===== src/rtl/axis_ring_addr_gen.sv =====
// axis_ring_addr_gen
//   Frames a tlast-delimited AXI-Stream into a circular byte buffer. For each
//   frame it presents a start address and a constant maximum burst length to
//   the downstream writer, and passes the beats straight through. Frames longer
//   than the maximum are cut short: out_tlast is forced on the last allowed beat
//   and the rest of the frame is dropped. The block tracks how many ring bytes
//   are in use. It holds off new frames until the reader has released enough
//   space, and it emits one descriptor for every committed frame.
//
// Ports
//   clock, rst        single clock, synchronous active-high reset
//   in_t*             upstream stream (data, keep, valid, last, ready)
//   out_t*            stream to the writer (last is forced on truncation)
//   addr              start byte address of the current frame
//   max_length        maximum frame length in beats (constant)
//   desc_valid/addr/span  one-cycle descriptor pulse for a committed frame
//   rel_valid/rel_bytes   reader hands back ring space
//   fill              occupied ring bytes
//   overflow_err      one-cycle pulse when a frame was truncated
//   rel_err           one-cycle pulse when a release exceeded the fill level

module axis_ring_addr_gen #(
    parameter int unsigned DSIZE           = 64,
    parameter logic [31:0] BASE_ADDR       = 32'h1000_0000,
    parameter int unsigned RING_BYTES      = 2**24,
    parameter int unsigned FRAME_MAX_BYTES = 4096
) (
    input  logic                        clock,
    input  logic                        rst,
    input  logic [DSIZE-1:0]            in_tdata,
    input  logic [DSIZE/8-1:0]          in_tkeep,
    input  logic                        in_tvalid,
    input  logic                        in_tlast,
    output logic                        in_tready,
    output logic [DSIZE-1:0]            out_tdata,
    output logic [DSIZE/8-1:0]          out_tkeep,
    output logic                        out_tvalid,
    output logic                        out_tlast,
    input  logic                        out_tready,
    output logic [31:0]                 addr,
    output logic [31:0]                 max_length,
    output logic                        desc_valid,
    output logic [31:0]                 desc_addr,
    output logic [31:0]                 desc_span,
    input  logic                        rel_valid,
    input  logic [31:0]                 rel_bytes,
    output logic [$clog2(RING_BYTES):0] fill,
    output logic                        overflow_err,
    output logic                        rel_err
);

    localparam int unsigned FW        = $clog2(RING_BYTES) + 1;
    localparam logic [31:0] BPB       = 32'(DSIZE / 8);
    localparam logic [31:0] MAX_LEN   = 32'(FRAME_MAX_BYTES / (DSIZE / 8));
    localparam logic [31:0] RING      = 32'(RING_BYTES);
    localparam logic [31:0] FRAME_MAX = 32'(FRAME_MAX_BYTES);

    typedef enum logic [1:0] {IDLE, PASS, DROP} state_t;

    state_t      state;
    logic [31:0] wr_ptr;
    logic [31:0] skip_r;
    logic [31:0] beat_cnt;

    logic [31:0] off;
    logic [31:0] room;
    logic [31:0] skip_now;
    logic [31:0] free_bytes;
    logic        start_ok;
    logic        accept;
    logic        last_beat;
    logic        commit;
    logic [31:0] frame_bytes;
    logic [31:0] commit_span;
    logic [31:0] end_ptr;
    logic [31:0] next_ptr;
    logic [31:0] rel_amt;
    logic [32:0] fill_plus;
    logic        fill_under;

    assign max_length = MAX_LEN;

    // Frame admission and commit arithmetic. A frame always needs a full
    // FRAME_MAX_BYTES window. If the tail of the ring is shorter than that,
    // the tail is skipped, and the skipped bytes are charged to this frame's
    // span so that the reader releases them along with the frame.
    always_comb begin
        off         = wr_ptr - BASE_ADDR;
        room        = RING - off;
        skip_now    = (room < FRAME_MAX) ? room : 32'd0;
        free_bytes  = RING - 32'(fill);
        start_ok    = in_tvalid && (free_bytes >= skip_now + FRAME_MAX);
        accept      = (state == PASS) && in_tvalid && out_tready;
        last_beat   = in_tlast || (beat_cnt == MAX_LEN - 32'd1);
        commit      = accept && last_beat;
        frame_bytes = (beat_cnt + 32'd1) * BPB;
        commit_span = skip_r + frame_bytes;
        end_ptr     = addr + frame_bytes;
        next_ptr    = (end_ptr - BASE_ADDR >= RING) ? BASE_ADDR : end_ptr;
        rel_amt     = rel_valid ? rel_bytes : 32'd0;
        fill_plus   = 33'(fill) + (commit ? {1'b0, commit_span} : 33'd0);
        fill_under  = {1'b0, rel_amt} > fill_plus;
    end

    // Stream handshake. Beats flow straight through only while a frame is
    // open. In DROP, beats are swallowed until the upstream tlast arrives.
    always_comb begin
        out_tdata  = in_tdata;
        out_tkeep  = in_tkeep;
        out_tvalid = (state == PASS) && in_tvalid;
        out_tlast  = (state == PASS) && last_beat;
        case (state)
            PASS:    in_tready = out_tready;
            DROP:    in_tready = 1'b1;
            default: in_tready = 1'b0;
        endcase
    end

    // Frame FSM plus the bookkeeping registers. A commit and a release that
    // land in the same cycle are both applied to fill. A release that drives
    // fill below zero clamps fill to zero and is flagged.
    always_ff @(posedge clock) begin
        if (rst) begin
            state        <= IDLE;
            wr_ptr       <= BASE_ADDR;
            addr         <= BASE_ADDR;
            skip_r       <= 32'd0;
            beat_cnt     <= 32'd0;
            fill         <= '0;
            desc_valid   <= 1'b0;
            desc_addr    <= 32'd0;
            desc_span    <= 32'd0;
            overflow_err <= 1'b0;
            rel_err      <= 1'b0;
        end else begin
            desc_valid   <= commit;
            overflow_err <= 1'b0;
            rel_err      <= fill_under;
            fill         <= fill_under ? '0 : FW'(fill_plus - {1'b0, rel_amt});
            if (commit) begin
                desc_addr <= addr;
                desc_span <= commit_span;
                wr_ptr    <= next_ptr;
            end
            case (state)
                IDLE: begin
                    if (start_ok) begin
                        addr     <= (skip_now != 32'd0) ? BASE_ADDR : wr_ptr;
                        skip_r   <= skip_now;
                        beat_cnt <= 32'd0;
                        state    <= PASS;
                    end
                end
                PASS: begin
                    if (accept) begin
                        beat_cnt <= beat_cnt + 32'd1;
                        if (last_beat) begin
                            if (in_tlast) begin
                                state <= IDLE;
                            end else begin
                                state        <= DROP;
                                overflow_err <= 1'b1;
                            end
                        end
                    end
                end
                DROP: begin
                    if (in_tvalid && in_tlast) begin
                        state <= IDLE;
                    end
                end
                default: state <= IDLE;
            endcase
        end
    end

endmodule

===== config.mk =====
export PLATFORM = sky130hd
export DESIGN_NAME = axis_ring_addr_gen
export DESIGN_NICKNAME = d
export VERILOG_FILES = /design/src/rtl/axis_ring_addr_gen.sv
export SDC_FILE = /design/constraint.sdc
export NUM_CORES = 1
export LEC_CHECK = 0
export CORE_MARGIN = 2
export CORE_UTILIZATION = 35
export CTS_CLUSTER_SIZE = 20
export DETAILED_ROUTE_END_ITERATION = 8
export HOLD_SLACK_MARGIN = 0.08
export SKIP_CTS_REPAIR_TIMING = 1
export SLEW_MARGIN = 20
export SYNTH_ARGS = -nofsm -noshare
export SYNTH_HDL_FRONTEND = slang
export SYNTH_SLANG_ARGS = --single-unit

===== constraint.sdc =====
create_clock -name clock -period 10.48 [get_ports clock]
set_input_delay 2.096 -clock clock [delete_from_list [all_inputs] [get_ports clock]]
set_output_delay 2.096 -clock clock [all_outputs]
set_load 0.05 [all_outputs]

Word-level counts from Yosys, hierarchy flattened:

Cells that the tools add are included.

* logic and storage cells: 66
* output and inout port bits: 231
* input port bits: 110
* bits in registers: 222

* multiplexer cells: 16
* magnitude comparators: 4
* reduce and logical (&&, ||, !) cells: 15
* eq/ne operators: 7
* bitwise logic cells: 3
* $add $sub $neg: 10

Operators by type and width (count)
* $mux 32: 7
* $add 32x32->32: 2
* $pmux 32 s2: 1
* $sub 32x29->32 const B: 2
* $add 25x32->33: 1
* $gt 32x33->1: 1
* $add 32x1->32 const B: 1
* $add 32x13->32 const B: 1
* $eq 32x9->1 const B: 1
* $ge 32x25->1 const B: 1
* $ge 32x32->1: 1
* $lt 32x13->1 const B: 1
* $reduce_bool 32->1: 1
* $sub 25x32->32 const A: 1
* $sub 25x25->26 const A: 1
* $sub 25x25->25: 1
* $mux 2: 5
* $ne 2x2->1 const B: 4
* $logic_and 1x1->1: 6
* $pmux 2 s3: 1
* $reduce_and 4->1: 1
* $reduce_or 4->1: 1
* $not 1->1: 3
* $reduce_and 3->1: 1
* 9 further kinds: 9

Longest topological paths before layout:

* depth after elaboration: 9
* mapped depth: 37
* mapped depth without buffers: 34

Least setup slack after synthesis:

OpenSTA, ideal clock, no wires.

* path kind: input to register
* start: input port out_tready
* end: register fill[12]
* setup time: 0.132 ns
* stages on the path: 26
* buffers on the path: 4
* setup slack: 3.570 ns
* data arrival time: 6.778 ns
* data required time: 10.348 ns
* path through: and3_1 o21a_1 buf_2 clkbuf_1 clkbuf_1 nand2_1 inv_1 ha_1 or2_1 o31ai_1 o21ai_0 o221ai_1 o21bai_1 a21o_1 a21o_1 a21o_1 xnor2_1 ha_1 and3_1 and3_1 o221ai_1 a31oi_1 o21ai_0 a41oi_1 clkbuf_1 nor3_1

* longest elaborated chain between the ends: 6
* elaborated cells on any way between the ends: 7
* those cells by class: add/sub (2); order compare (1); mux (1); reduce/logical (3)

RTL lines
* start, declared: RTL line 39 `input logic out_tready,`
* $logic_and 1x1->1 (*): RTL line 93 `accept = (state == PASS) && in_tvalid && out_tready;`
* $logic_and 1x1->1 (*): RTL line 95 `commit = accept && last_beat;`
* $mux 32 (*): RTL line 101 `fill_plus = 33'(fill) + (commit ? {1'b0, commit_span} : 33'd0);`
* $add 25x32->33 (*): RTL line 101
* $gt 32x33->1: RTL line 102 `fill_under = {1'b0, rel_amt} > fill_plus;`
* $reduce_or 2->1 (no line)
* end signal, assigned: RTL line 139 `fill <= fill_under ? '0 : FW'(fill_plus - {1'b0, rel_amt});`
* end, declared: RTL line 47 `output logic [$clog2(RING_BYTES):0] fill,`

Every way passes the cells marked *; elsewhere a longest branch is shown, timed or not.
A chain may end at the register's enable or synchronous reset.

Worst setup path in the final report:

* start: register beat_cnt[1]
* end: register fill[4]

* longest elaborated chain between the ends: 7
* elaborated cells on any way between the ends: 10
* those cells by class: add/sub (4); order compare (1); eq/ne (1); mux (1); reduce/logical (3)

RTL lines
* start, declared: RTL line 63 `logic [31:0] beat_cnt;`
* start signal, assigned: RTL line 156 `beat_cnt <= beat_cnt + 32'd1;`
* branches (longest 3 deep; another with $add 32x1->32)
* $mux 32 (*): RTL line 101
* $add 25x32->33 (*): RTL line 101
* $gt 32x33->1: RTL line 102
* $reduce_or 2->1 (no line)

Mark *: on every way between the ends.

==> results.cfg <==
[global_routing]
grt_usage = 0.1944
grt_max_degree = 70
grt_pass1_vias = 14500
grt_overflow = 0
antenna_found_initial = 0
grt_pass1_wl_mm = 79.05

[route]
first_iter_violations = 854
drc = 0
antenna_left = 0
via_count = 15230
post_drt_wl_per_cell_um = 17.82
routed_wirelength_mm = 50.43
drt-pass1-iter-count = 5
avgViaCountPerCell = 5.380

[sta]
holdWs_ns = 0.4522
finalCritPeriodShare = 0.7777
layout_setup_ws_ns = 2.330
timing.final.max_slew_violations = 0
timing.setup.tns_ns = 0
finClkSkew_ns = 0.01657
finalSetupViolCount = 0
fin_crit_ns = 8.150
fmax_ghz = 0.1227
rsz0062_at_grt = no
finalHoldViolCount = 0
tightest_slew_ns = 1.068
slew_headroom = 0.2879

[hold_path]
holdCritPathClass = register to register

[floorplanning]
start_util = 0.3561
coreArea_um2 = 47950
num_io_pins = 341
die_h_um = 224.9
dieArea_um2 = 50570
rows = 80
dieWidth_um = 224.9

[yosys]
yosysWarnings = 0
synth.area.mux_share = 0.008647
synth_cell_types = 94
avgSynthCellArea_um2 = 8.028
synth_edf_count = 0
synthAdderAreaFrac = 0.1373
synthCells = 2127
synth-main-ff-cell = dfxtp_1
yosysSeqAreaShare = 0.2603
ys_ff_latch = 222
synth_compound_area_frac = 0.2183
synthXorXnorAreaFrac = 0.08090
synth_top_family_by_area = compound AO/OA/AOI/OAI gates
yosys.area_share.simple = 0.2036
synthesis.area_um2 = 17080
ys_async_sr_fraction = 0

[critical_path]
crit_path_max_incr_delay_ns = 0.70
path_class = register to register
crit_start = beat_cnt[1]$_SDFFE_PP0P_
timing.rr.start = beat_cnt[1]$_SDFFE_PP0P_
critPathRequiredTime_ns = 10.88
r2r_end = fill[4]$_SDFF_PP0_
worst_r2r_path_depth = 32
cpMaxStageDelayCell = a41oi_4
critPathMaxFanout = 23
rrSetupSlack_ns = 2.33
cp-endpoint = fill[4]$_SDFF_PP0_
critPathArrivalTime_ns = 8.55
startpoint_type = register
end_kind = register
crit_top_cell = ha_1

[clocking]
cts_buffer_depth = 3
cts_num_sinks = 222
cts_root_buf = clkbuf_16
clkLatencyLatePin_ns = 0.57
numCtsBuffers = 27
htreeDepth = 1
tritoncts = yes
clk_pin_slew_ns = 0.06

[place]
dp_slack_ns = 1.645
post-dp-hpwl_mm = 39.21
gp_congestion = 0.9750
placed_cell_area_um2 = 18670
io_buffers = 164

[layout]
diodes = 0
drive_gt1_frac = 0.04289
final_cell_mix = 257 x nand2_1, 222 x dfxtp_1, 181 x ha_1, 176 x a21oi_1, 163 x clkdlybuf4s50_1
area_growth_pct = 14.64
layout_commonest_cell = nand2_1
final_design_area_no_fill_um2 = 19580
fin_nets = 2490
fillCellCount = 4858

[pwr]
power_mw = 2.745
internal_power_mw = 1.763
p_seq_frac = 0.333
power.share.clock = 0.346
ir_worst_vdd_mv = 0.1113
p_sw_mw = 0.9818
p_leak_nw = 8.754
comb_power_share = 0.322
p_sw_frac = 0.3577
power_density_nw_per_um2 = 140.2

[outcome]
status = finished, final reports clean

[job]
maxCapViolations = 0
## routing by layer
layer,global-route usage,up-vias,share of wire
met4,0.05298,0,0.026
met3,0.02848,81,0.050
met1,0.2614,7127,0.47
met5,0,-,0
li1,-,7602,-
met2,0.3237,415,0.45
## area by class of cell
type | instances | area [µm²] | share of cell area
clock buffer | 35 | 755.7 | 0.03861
clock inverter | 14 | 137.6 | 0.007031
inverter | 108 | 405.4 | 0.02071
multi-input combinational | 1659 | 11330 | 0.5786
sequential | 222 | 4444 | 0.2270
tap | 615 | 769.5 | 0.03931
timing repair buffer | 177 | 1737 | 0.08872
## stage by stage
stage / cells / utilization
2_1_floorplan: 2179 / -
3_3_place_gp: 2781 / 0.3894
3_5_place_dp: 2781 / 0.3894
4_1_cts: 2830 / 0.4080
5_1_grt: 2830 / 0.4083
6_report: 2830 / 0.4083
## state kept, by name, summed over array words and instances, names as in the netlist
register / cells
fill: 25
addr: 32
skip_r: 32
beat_cnt: 32
desc_valid: 1
desc_span: 32
rel_err: 1
overflow_err: 1
wr_ptr: 32
desc_addr: 32
state: 2
## worst max-delay path, delay by kind of cell, from the launching register on
kind            cells  cell delay [ns]
flops               1             0.38
compound gates     13             3.33
xor+xnor            3             1.05
simple gates       11             1.72
fa+ha+maj           4             1.23
buf+inv             1             0.25
## how the worst min path moves through the flow
stage,from,endpoint,depth (start not counted)
global route,skip_r[2]$_SDFFE_PP0P_,skip_r[2]$_SDFFE_PP0P_,2
finish,desc_addr[25]$_SDFFE_PP0P_,desc_addr[25]$_SDFFE_PP0P_,2
CTS,desc_addr[15]$_SDFFE_PP0P_,desc_addr[15]$_SDFFE_PP0P_,2
floorplan,skip_r[2]$_SDFFE_PP0P_,skip_r[2]$_SDFFE_PP0P_,2
detailed placement,desc_addr[15]$_SDFFE_PP0P_,desc_addr[15]$_SDFFE_PP0P_,2
global placement,desc_addr[25]$_SDFFE_PP0P_,desc_addr[25]$_SDFFE_PP0P_,2
## logic make-up (layout without fill, tap and decap cells)
family | after synthesis | count (layout)
AND/OR/NAND/NOR | 698 | 698
AO/OA/AOI/OAI | 552 | 552
other | 2 | 54
multiplexers | 14 | 14
adder cells (fa/ha/maj) | 185 | 185
flip-flops | 222 | 222
XOR/XNOR | 156 | 156
buffers and inverters | 298 | 334
## power by group through the flow
stage | clock (mW) | combinational, mW | sequential [mW]
2_1_floorplan | 0 | 0.676 | 0.980
3_3_place_gp | 0 | 0.868 | 0.932
3_5_place_dp | 0 | 0.878 | 0.932
4_1_cts | 0.972 | 0.883 | 0.914
5_1_grt | 1.00 | 0.981 | 0.917
6_report | 0.948 | 0.883 | 0.913
## synth_stat cells (58+ instances only)
library cell | n | share of area
o21ai_0 | 58 | 0.017
a22o_1 | 77 | 0.039
nand2_1 | 257 | 0.056
nor2_1 | 112 | 0.025
nor3_1 | 61 | 0.018
dfxtp_1 | 222 | 0.26
xnor2_1 | 86 | 0.044
inv_1 | 108 | 0.024
ha_1 | 181 | 0.13
buf_4 | 107 | 0.047
clkbuf_1 | 69 | 0.015
a21oi_1 | 176 | 0.052
xor2_1 | 69 | 0.035
No activity file was read; power rests on OpenSTA's default activity.
